==> src/rtl/my_and16.sv <==
// 16-bit bitwise AND. The combinational result is built from per-bit NAND cells;
// a registered copy carries a valid flag and a zero flag.

module my_nand1 (
  input  logic i_a,
  input  logic i_b,
  output logic o_y
);

  assign o_y = ~(i_a & i_b);

endmodule

module my_and16 #(
  parameter int WIDTH = 16
) (
  input  logic             CLK,
  input  logic             RST_N,
  input  logic [WIDTH-1:0] A,
  input  logic [WIDTH-1:0] B,
  input  logic             IN_VALID,
  output logic [WIDTH-1:0] OUT,
  output logic [WIDTH-1:0] OUT_Q,
  output logic             OUT_VALID,
  output logic             ZERO_Q
);

  logic [WIDTH-1:0] w_nand;
  logic [WIDTH-1:0] w_and;

  logic [WIDTH-1:0] r_outQ;
  logic             r_outValid;
  logic             r_zeroQ;

  // Each output bit is NOT(NAND(a,b)) so every bit stays fully independent.
  for (genvar gi = 0; gi < WIDTH; gi++) begin : g_bit
    my_nand1 u_nand (
      .i_a (A[gi]),
      .i_b (B[gi]),
      .o_y (w_nand[gi])
    );
    assign w_and[gi] = ~w_nand[gi];
  end

  assign OUT = w_and;

  // Reset wins over capture; with no valid input the result holds but valid drops.
  always_ff @(posedge CLK) begin
    if (!RST_N) begin
      r_outQ     <= '0;
      r_zeroQ    <= 1'b1;
      r_outValid <= 1'b0;
    end else if (IN_VALID) begin
      r_outQ     <= w_and;
      r_zeroQ    <= (w_and == '0);
      r_outValid <= 1'b1;
    end else begin
      r_outValid <= 1'b0;
    end
  end

  assign OUT_Q     = r_outQ;
  assign OUT_VALID = r_outValid;
  assign ZERO_Q    = r_zeroQ;

endmodule

==> config.mk <==
export PLATFORM = sky130hd
export DESIGN_NAME = my_and16
export DESIGN_NICKNAME = d
export VERILOG_FILES = /design/src/rtl/my_and16.sv
export SDC_FILE = /design/constraint.sdc
export NUM_CORES = 1
export LEC_CHECK = 0
export BUFFER_PORTS_ARGS = -buffer_cell sky130_fd_sc_hd__buf_2
export CAP_MARGIN = 20
export CORE_UTILIZATION = 33
export CTS_CLUSTER_DIAMETER = 40
export DETAILED_ROUTE_END_ITERATION = 16
export HOLD_SLACK_MARGIN = 0.08
export PLACE_DENSITY = 0.74
export SKIP_LAST_GASP = 1
export SLEW_MARGIN = 0
export SYNTH_ARGS = -nofsm -noshare
export SYNTH_HDL_FRONTEND = slang
export SYNTH_HIERARCHICAL = 1
export SYNTH_SLANG_ARGS = --single-unit
export TNS_END_PERCENT = 10
==> constraint.sdc <==
create_clock -name CLK -period 0.8 [get_ports CLK]
set_input_delay 0.12 -clock CLK [delete_from_list [all_inputs] [get_ports CLK]]
set_output_delay 0.12 -clock CLK [all_outputs]
set_load 0.02 [all_outputs]
==> metrics list, run 1 <==
- In this run the remaining antenna-violating nets after routing total 0.
- Sequential-to-total area share from yosys stat: 45.50%
* Synth-to-layout area growth: 79.62%
- Via-per-instance ratio: between 4 and 5
- Setup violations remaining at the end of the flow were counted as 18.
- By instance count, the leading cell after synthesis is nand2_1.
- Number of placement rows: 17
* Syn Inst Count: 96
* Hpwl dp: ~1800 µm
- Clock slew at reported path FFs: 0.10 ns
* FF-to-FF path depth: 3
- For the worst setup path, the data required time is between 0.6 and 0.7 ns.
* Max Freq: 1.118 GHz
- Num ports: 69
- Setup repair after global routing missed its margin: yes
- Yosys reg bits: 18
* Syn nets: 131
- Endpoint kind of the worst setup timing path: primary output
- Reg-to-reg startpoint: ZERO_Q
* Number of cells on the worst hold path: 2
- The final layout contains 216 nets.
- Antenna violations before repair: 0
- Pin count of the biggest net entering global routing: 13
* Wire length per cell after detailed routing: 11.69 µm
- Maximum number of buffers from clock root to sink: 2
- Number of buffer and inverter stages on the critical path: 1
- For this design the ratio of total power to cell area is 1462 mW/mm².
- Global-route wire length before repair: 3822 µm
- Total length of routed wires: 2420 µm
- The routed design could run at a clock period as short as 0.8948 ns.
- Clock latency on the worst-skew pair, taken at its later pin, is 0.29 ns.
- Status: finished with violations
- Worst hold margin: 0.1154 ns
- Setup clock skew after layout: 0 ns
- Largest stage delay on the critical path: 0.36 ns
* Number of synthesized flops with an enable pin: 0
* Count of yosys warnings during synthesis: 6
* Number of search-and-repair iterations in the first detailed-routing pass: 3
- Total overflow reported by the global router: 0
* Share of synthesized registers carrying an async set or reset: 0%
- Antenna Cells: 0
- The tree is rooted in a clkbuf_4.
- Starting density of the core: 35.46%
* Number of hold violations in the final report: 0
- Die Height: just over 50 µm
- In the routed design, unresolved DRC markers number 0.
* PnR worst setup slack: -0.09475 ns
- CTS saw 18 sinks.
- The worst register-to-register path ends at ZERO_Q.
- The die covers 0.002600 mm².
* Fraction of final layout cells with drive strength greater than 1: 60.34%
- For flop-to-flop paths, the worst setup slack is roughly 0.01 ns.
- The worst setup path is of the flop to primary output kind.
* Crit path max fanout: 2
- In this run the standard cell core region covers 0.002233 mm².
- Failing checks: negative setup slack
- Placed Cells: 201
- Initial detailed-routing violation count: 8
- The detailed router placed approximately 980 vias in this run.
* Clock H-tree levels: 1
- The max-slew violation total from the final report is 0.
- Synthesis instantiated 12 different standard cells from the library.
- WP data arrival: 0.77 ns
* Critical Path Slowest Stage Cell: dfxtp_2
- End point of the most critical hold path: OUT_Q[10]
* GRT Resource Usage Total: 19.95%
* Headroom to the max-slew limit: 86.00%
* Slew at the pin with the worst max-slew slack: around 0.21 ns
- Final Wtd Congestion: roughly 0.69
- Launch point of the worst hold path: RST_N
- The cell area that synthesis handed to floorplanning was 792.0 µm².
- Number of maximum-capacitance constraint violations: 0
- Average instance area after synthesis: ~8.3 µm²
- TritonCTS built the clock tree.
* Die Wd: 50.99 µm
- After clock tree synthesis, the flow added hold-fix buffers numbering 0.
- Path category of the worst min-delay check: input port to flop
- Crit path cell chain: buf_6
- Leading area contributor after synthesis: dfxtp_1
- Quantity of I/O buffers inserted on ports: 68
* Static Leakage: slightly below 1 nW
- Main synth FF type: dfxtp_1
- Most frequent cells after synthesis: 31 x nand2_1, 18 x dfxtp_1, 17 x inv_1
- Dividing the final minimum period by the clock period gives 111.8%.
* IR Drop Worst-Case VDD: 0.9771 mV
- Sorting the synthesized cells by area gives the leading types as dfxtp_1 45%, o211a_1 20%, nand2_1 15%.
- Via count of the first global-routing pass: a little over 900
- Total CTS buffers: 3
- STA classifies the critical path startpoint as a flop.
* Gate family responsible for the most delay along the worst path: flip-flops
- Area share of the largest cell type after synthesis: a little under half
- Leaving out filler cells and counting taps, the final layout contains ~210.
sequential cells by signal (all words and copies together) (netlist names):
name       flops
ZERO_Q         1
OUT_Q         16
OUT_VALID      1
cell type report:
cell class	count	area (µm²)
clock buffer	3	22.52
fill	200	810.8
inverter	17	63.81
multi-input combinational	55	335.3
sequential	18	381.6
tap	28	35.03
timing repair buffer	86	584.3
how the worst max path moves through the flow:
stage / from / slack, ns / end / depth (start not counted)
finish: OUT_Q[14] / -0.09 / OUT_Q[14] / 1
global route: OUT_Q[14] / -0.12 / OUT_Q[14] / 1
CTS: OUT_Q[14] / -0.1 / OUT_Q[14] / 1
detailed placement: A[11] / -0.15 / ZERO_Q / 5
global placement: A[7] / -0.13 / ZERO_Q / 5
floorplan: ZERO_Q / 0.02 / ZERO_Q / 3
routing by layer:
metal | up-vias | global-route usage, % | part of all wire [%]
li1 | 479 | - | -
met1 | 452 | 18.94 | 36
met2 | 39 | 40.13 | 57
met3 | 5 | 4.167 | 5.9
met4 | 0 | 8.333 | 1.8
met5 | - | 0 | 0
per-stage QoR:
stage / worst slack (ns) / TNS (ns) / cell area, µm² / power (mW) / utilization, %
after floorplan: 0.01936 / 0 / 792.0 / 1.291 / -
final: -0.09475 / -1.413 / 1423 / 2.080 / 63.70
after global placement: -0.1348 / -0.1348 / 1247 / 1.527 / 55.85
after global routing: -0.1231 / -2.038 / 1423 / 2.194 / 63.70
after detailed placement: -0.1481 / -0.1481 / 1247 / 1.545 / 55.85
after CTS: -0.09775 / -1.543 / 1416 / 2.091 / 63.42
report_power, final:
group | switching, mW | total, mW | internal, mW
Clock | 0.277 | 0.453 | 0.176
Sequential | 0.0416 | 1.01 | 0.964
Combinational | 0.311 | 0.621 | 0.311
timing repair:
item                                    CTS  global route
buffers inserted                          3             0
pin swaps                                 0             0
endpoints found under the setup margin   18            18
resized for setup                        50             2
worst register-to-register path: cells and delay by family (launching register included):
kind                   cells  cell delay (ns)
AOI/OAI and AO/OA          2             0.30
buffers and inverters      1             0.05
DFF                        1             0.34
cell families (layout without fill, tap and decap cells):
logic type,after synthesis,count (layout),share of synthesized area (%)
buffers and inverters,23,106,12.16
AND/OR/NAND/NOR,37,37,20.22
AO/OA/AOI/OAI,18,18,22.12
flip-flops,18,18,45.50
placed cells by master (no fill, tap or decap), types with 3 or more instances in the layout:
cell	instances
o211a_1	16
dfxtp_2	17
buf_4	19
buf_2	50
clkbuf_4	3
nand2_1	31
buf_6	17
inv_1	17
nand4_1	3
(Power assumes the default switching activity.)
==> run 2, diff against run 1 <==
BUFFER_PORTS_ARGS = not set   (was -buffer_cell sky130_fd_sc_hd__buf_2)
CORE_UTILIZATION = 35   (was 33)
DONT_BUFFER_PORTS = 1   (was not set)
PLACE_DENSITY = not set   (was 0.74)
==> metrics list, run 2 (synthesis gave the netlist of run 1 again) <==
- Sw power: 549.8 µW
- IR Drop Worst-Case VDD: 1.198 mV
- Of the total power, the clock network draws between 20% and 30%.
* Headroom to the max-slew limit: a little under 90%
- CP Capture Point: OUT_Q[9]
- Clock slew at reported path FFs: around 0.1 ns
- Most frequent standard cell in the layout excluding fill and tap cells: nand2_1
- Initial detailed-routing violation count: 16
* Area enclosed by the die boundary: 0.002457 mm²
* FF-to-FF path depth: 3
- Reg-to-reg startpoint: ZERO_Q
- After legalization and detailed placement, the total HPWL measured ~1300 µm.
- Pin count of the biggest net entering global routing: 35
- Data required time of the critical path: 0.68 ns
* Number of placement rows: 16
- Counting instances, the worst hold path has a depth of 1.
- Final Max Slew Viols: 0
- The total area inside the core boundary comes to 0.002042 mm².
* Setup clock skew after layout: 0 ns
* Via count of the first global-routing pass: 663
* Final Wtd Congestion: 0.6791
* Max Freq: 1.134 GHz
* Antenna-violating nets left: 0
- In the final timing run, aggregate negative setup slack is -1.336 ns.
* Worst hold margin: -0.04935 ns
* Antenna Cells: 0
* Number of search-and-repair iterations in the first detailed-routing pass: 4
- Crit path max fanout: 2
- Gate family responsible for the most delay along the worst path: flip-flops
* Die Height: 49.57 µm
* Number of vias in the routed layout: 734
* Placed Cells: ~140
- For this design the static power due to leakage is roughly 0.73 nW.
- Min cycle time layout: 0.8820 ns
* Pwr per Cell Area: around 1800 mW/mm²
- Summed over all layers, the global routing overflow is 0.
- Crit path cell chain: buf_6
- The slowest stage of the critical path is the dfxtp_2 cell.
- In the routed design, unresolved DRC markers number 0.
- Buffers placed on the I/O ports in this run total 0.
* Slew at the pin with the worst max-slew slack: 0.1933 ns
- The longest clock path from root to sink contains 2 buffers.
- Num ports: between 60 and 70
- For flop-to-flop paths, the worst setup slack is ~0.05 ns.
* GRT Resource Usage Total: 15.93%
* Global-route wire length before repair: between 2000 and 3000 µm
- RR Endpoint: ZERO_Q
- Total length of routed wires: ~1800 µm
- Starting density of the core: between 30 and 40%
- Registers are responsible for 50.5% of the overall power.
- The tree is rooted in a clkbuf_4.
* Wire length per cell after detailed routing: 12.45 µm
- WP data arrival: between 0.7 and 0.8 ns
* Fin cells: 148
- Worst path depth: 1
- The flow ran to the end, but the final reports show violations.
- Clock H-tree levels: 1
- Using the TritonRoute via totals, the vias-per-cell ratio works out to 4.959.
- Compared with the post-synthesis result, the final layout area differs by 41.39%.
* Class of the most critical setup path: flop to primary output
- Largest stage delay on the critical path: 0.35 ns
- Final core utilization: 54.84%
- Part of the total power dissipated in combinational logic: between 20% and 30%
- Counting the buffers created by CTS gives 3.
* Number of hold violations in the final report: 16
- Fraction of final layout cells with drive strength greater than 1: 40.50%
- Setup Viol. Count Final: 18
- The tree built by TritonCTS fans out to 18 sinks.
- STA classifies the critical path startpoint as a flop.
- The register with the most flip-flops in the layout has 16 of them.
- Setup repair after global routing could not meet its margin everywhere.
* Failing checks: negative hold slack, negative setup slack
- Antenna violations before repair: 0
* Die Wd: 49.57 µm
- Leaving out fill and tap cells, the most frequent cells in the layout are 31 x nand2_1, 17 x dfxtp_2, 17 x inv_1, 17 x buf_6, 16 x o211a_1.
- For this run, the post-layout net count is 157.
* TritonCTS clock tree: built
- Endpoint kind of the worst setup timing path: primary output
- Across the whole layout, storage elements account for 381.6 µm².
* Number of hold buffers added after CTS: 1
* Cell Int Power: 1.440 mW
* Number of maximum-capacitance constraint violations: 0
- PnR worst setup slack: -0.08202 ns
* Setup repair bufs after CTS: 0
- For the worst-skew pair, the clock arrives at the later sink with an insertion delay of 0.29 ns.
- Of the total power, the share spent switching nets is roughly 28%.
* Number of buffer and inverter stages on the critical path: 1
- Fill cells in the final layout number 193.
- Path category of the worst min-delay check: input port to flop
- Dividing the final minimum period by the clock period gives 110.3%.
* Critical Path Start: OUT_Q[9]
* Footprint of the multi-input gates: 335.3 µm²
## run 2: cell types whose count changed in the layout (fill, tap and decap cells not counted)
| cell | delta |
|---|---|
| buf_4 | -10 |
| dlygate4sd3_1 | +1 |
| clkbuf_8 | +1 |
| buf_2 | -50 |
## run 2: timing repair
item	CTS	global route
gates resized for setup	34	0
endpoints found under the hold margin	18	17
setup endpoints to repair	18	18
gates cloned	0	0
## run 2: worst min path at each step
| stage | slack (ns) | endpoint | start |
|---|---|---|---|
| 2_1_floorplan | 0.36 | ZERO_Q | B[0] |
| 3_3_place_gp | 0.25 | OUT_VALID | IN_VALID |
| 5_1_grt | -0.08 | OUT_Q[7] | RST_N |
| 6_report | -0.05 | OUT_Q[13] | RST_N |
| 3_5_place_dp | 0.25 | OUT_VALID | IN_VALID |
| 4_1_cts | -0.06 | OUT_Q[2] | RST_N |
## run 2: power groups by stage
stage / logic (mW) / registers (mW) / clock network [mW]
after floorplan: 0.220 / 1.07 / 0
after global placement: 0.386 / 1.00 / 0
after detailed placement: 0.389 / 1.01 / 0
after CTS: 0.427 / 1.01 / 0.594
after global routing: 0.455 / 1.02 / 0.641
final: 0.424 / 1.01 / 0.561
## run 2: stage by stage
step | total power, mW | instance area [µm²] | hold WS, ns | setup slack, ns
floorplan | 1.291 | 792.0 | 0.3567 | 0.01936
global placement | 1.389 | 988.4 | 0.2459 | -0.04273
detailed placement | 1.395 | 988.4 | 0.2464 | -0.07900
CTS | 2.027 | 1120 | -0.06326 | -0.09543
global route | 2.110 | 1120 | -0.07935 | -0.1307
finish | 1.990 | 1120 | -0.04935 | -0.08202
## run 2: layer usage
metal | track usage, % | wire length, µm
met5 | 0 | 0
met4 | 9.524 | 36
met2 | 27.93 | 966
met3 | 4.321 | 101
met1 | 16.76 | 739
## run 2: layout make-up
class	count	share of cell area, %
inverter	17	5.698
multi-input combinational	55	29.94
sequential	18	34.08
clock buffer	4	3.240
timing repair buffer	27	24.02
tap	27	3.017
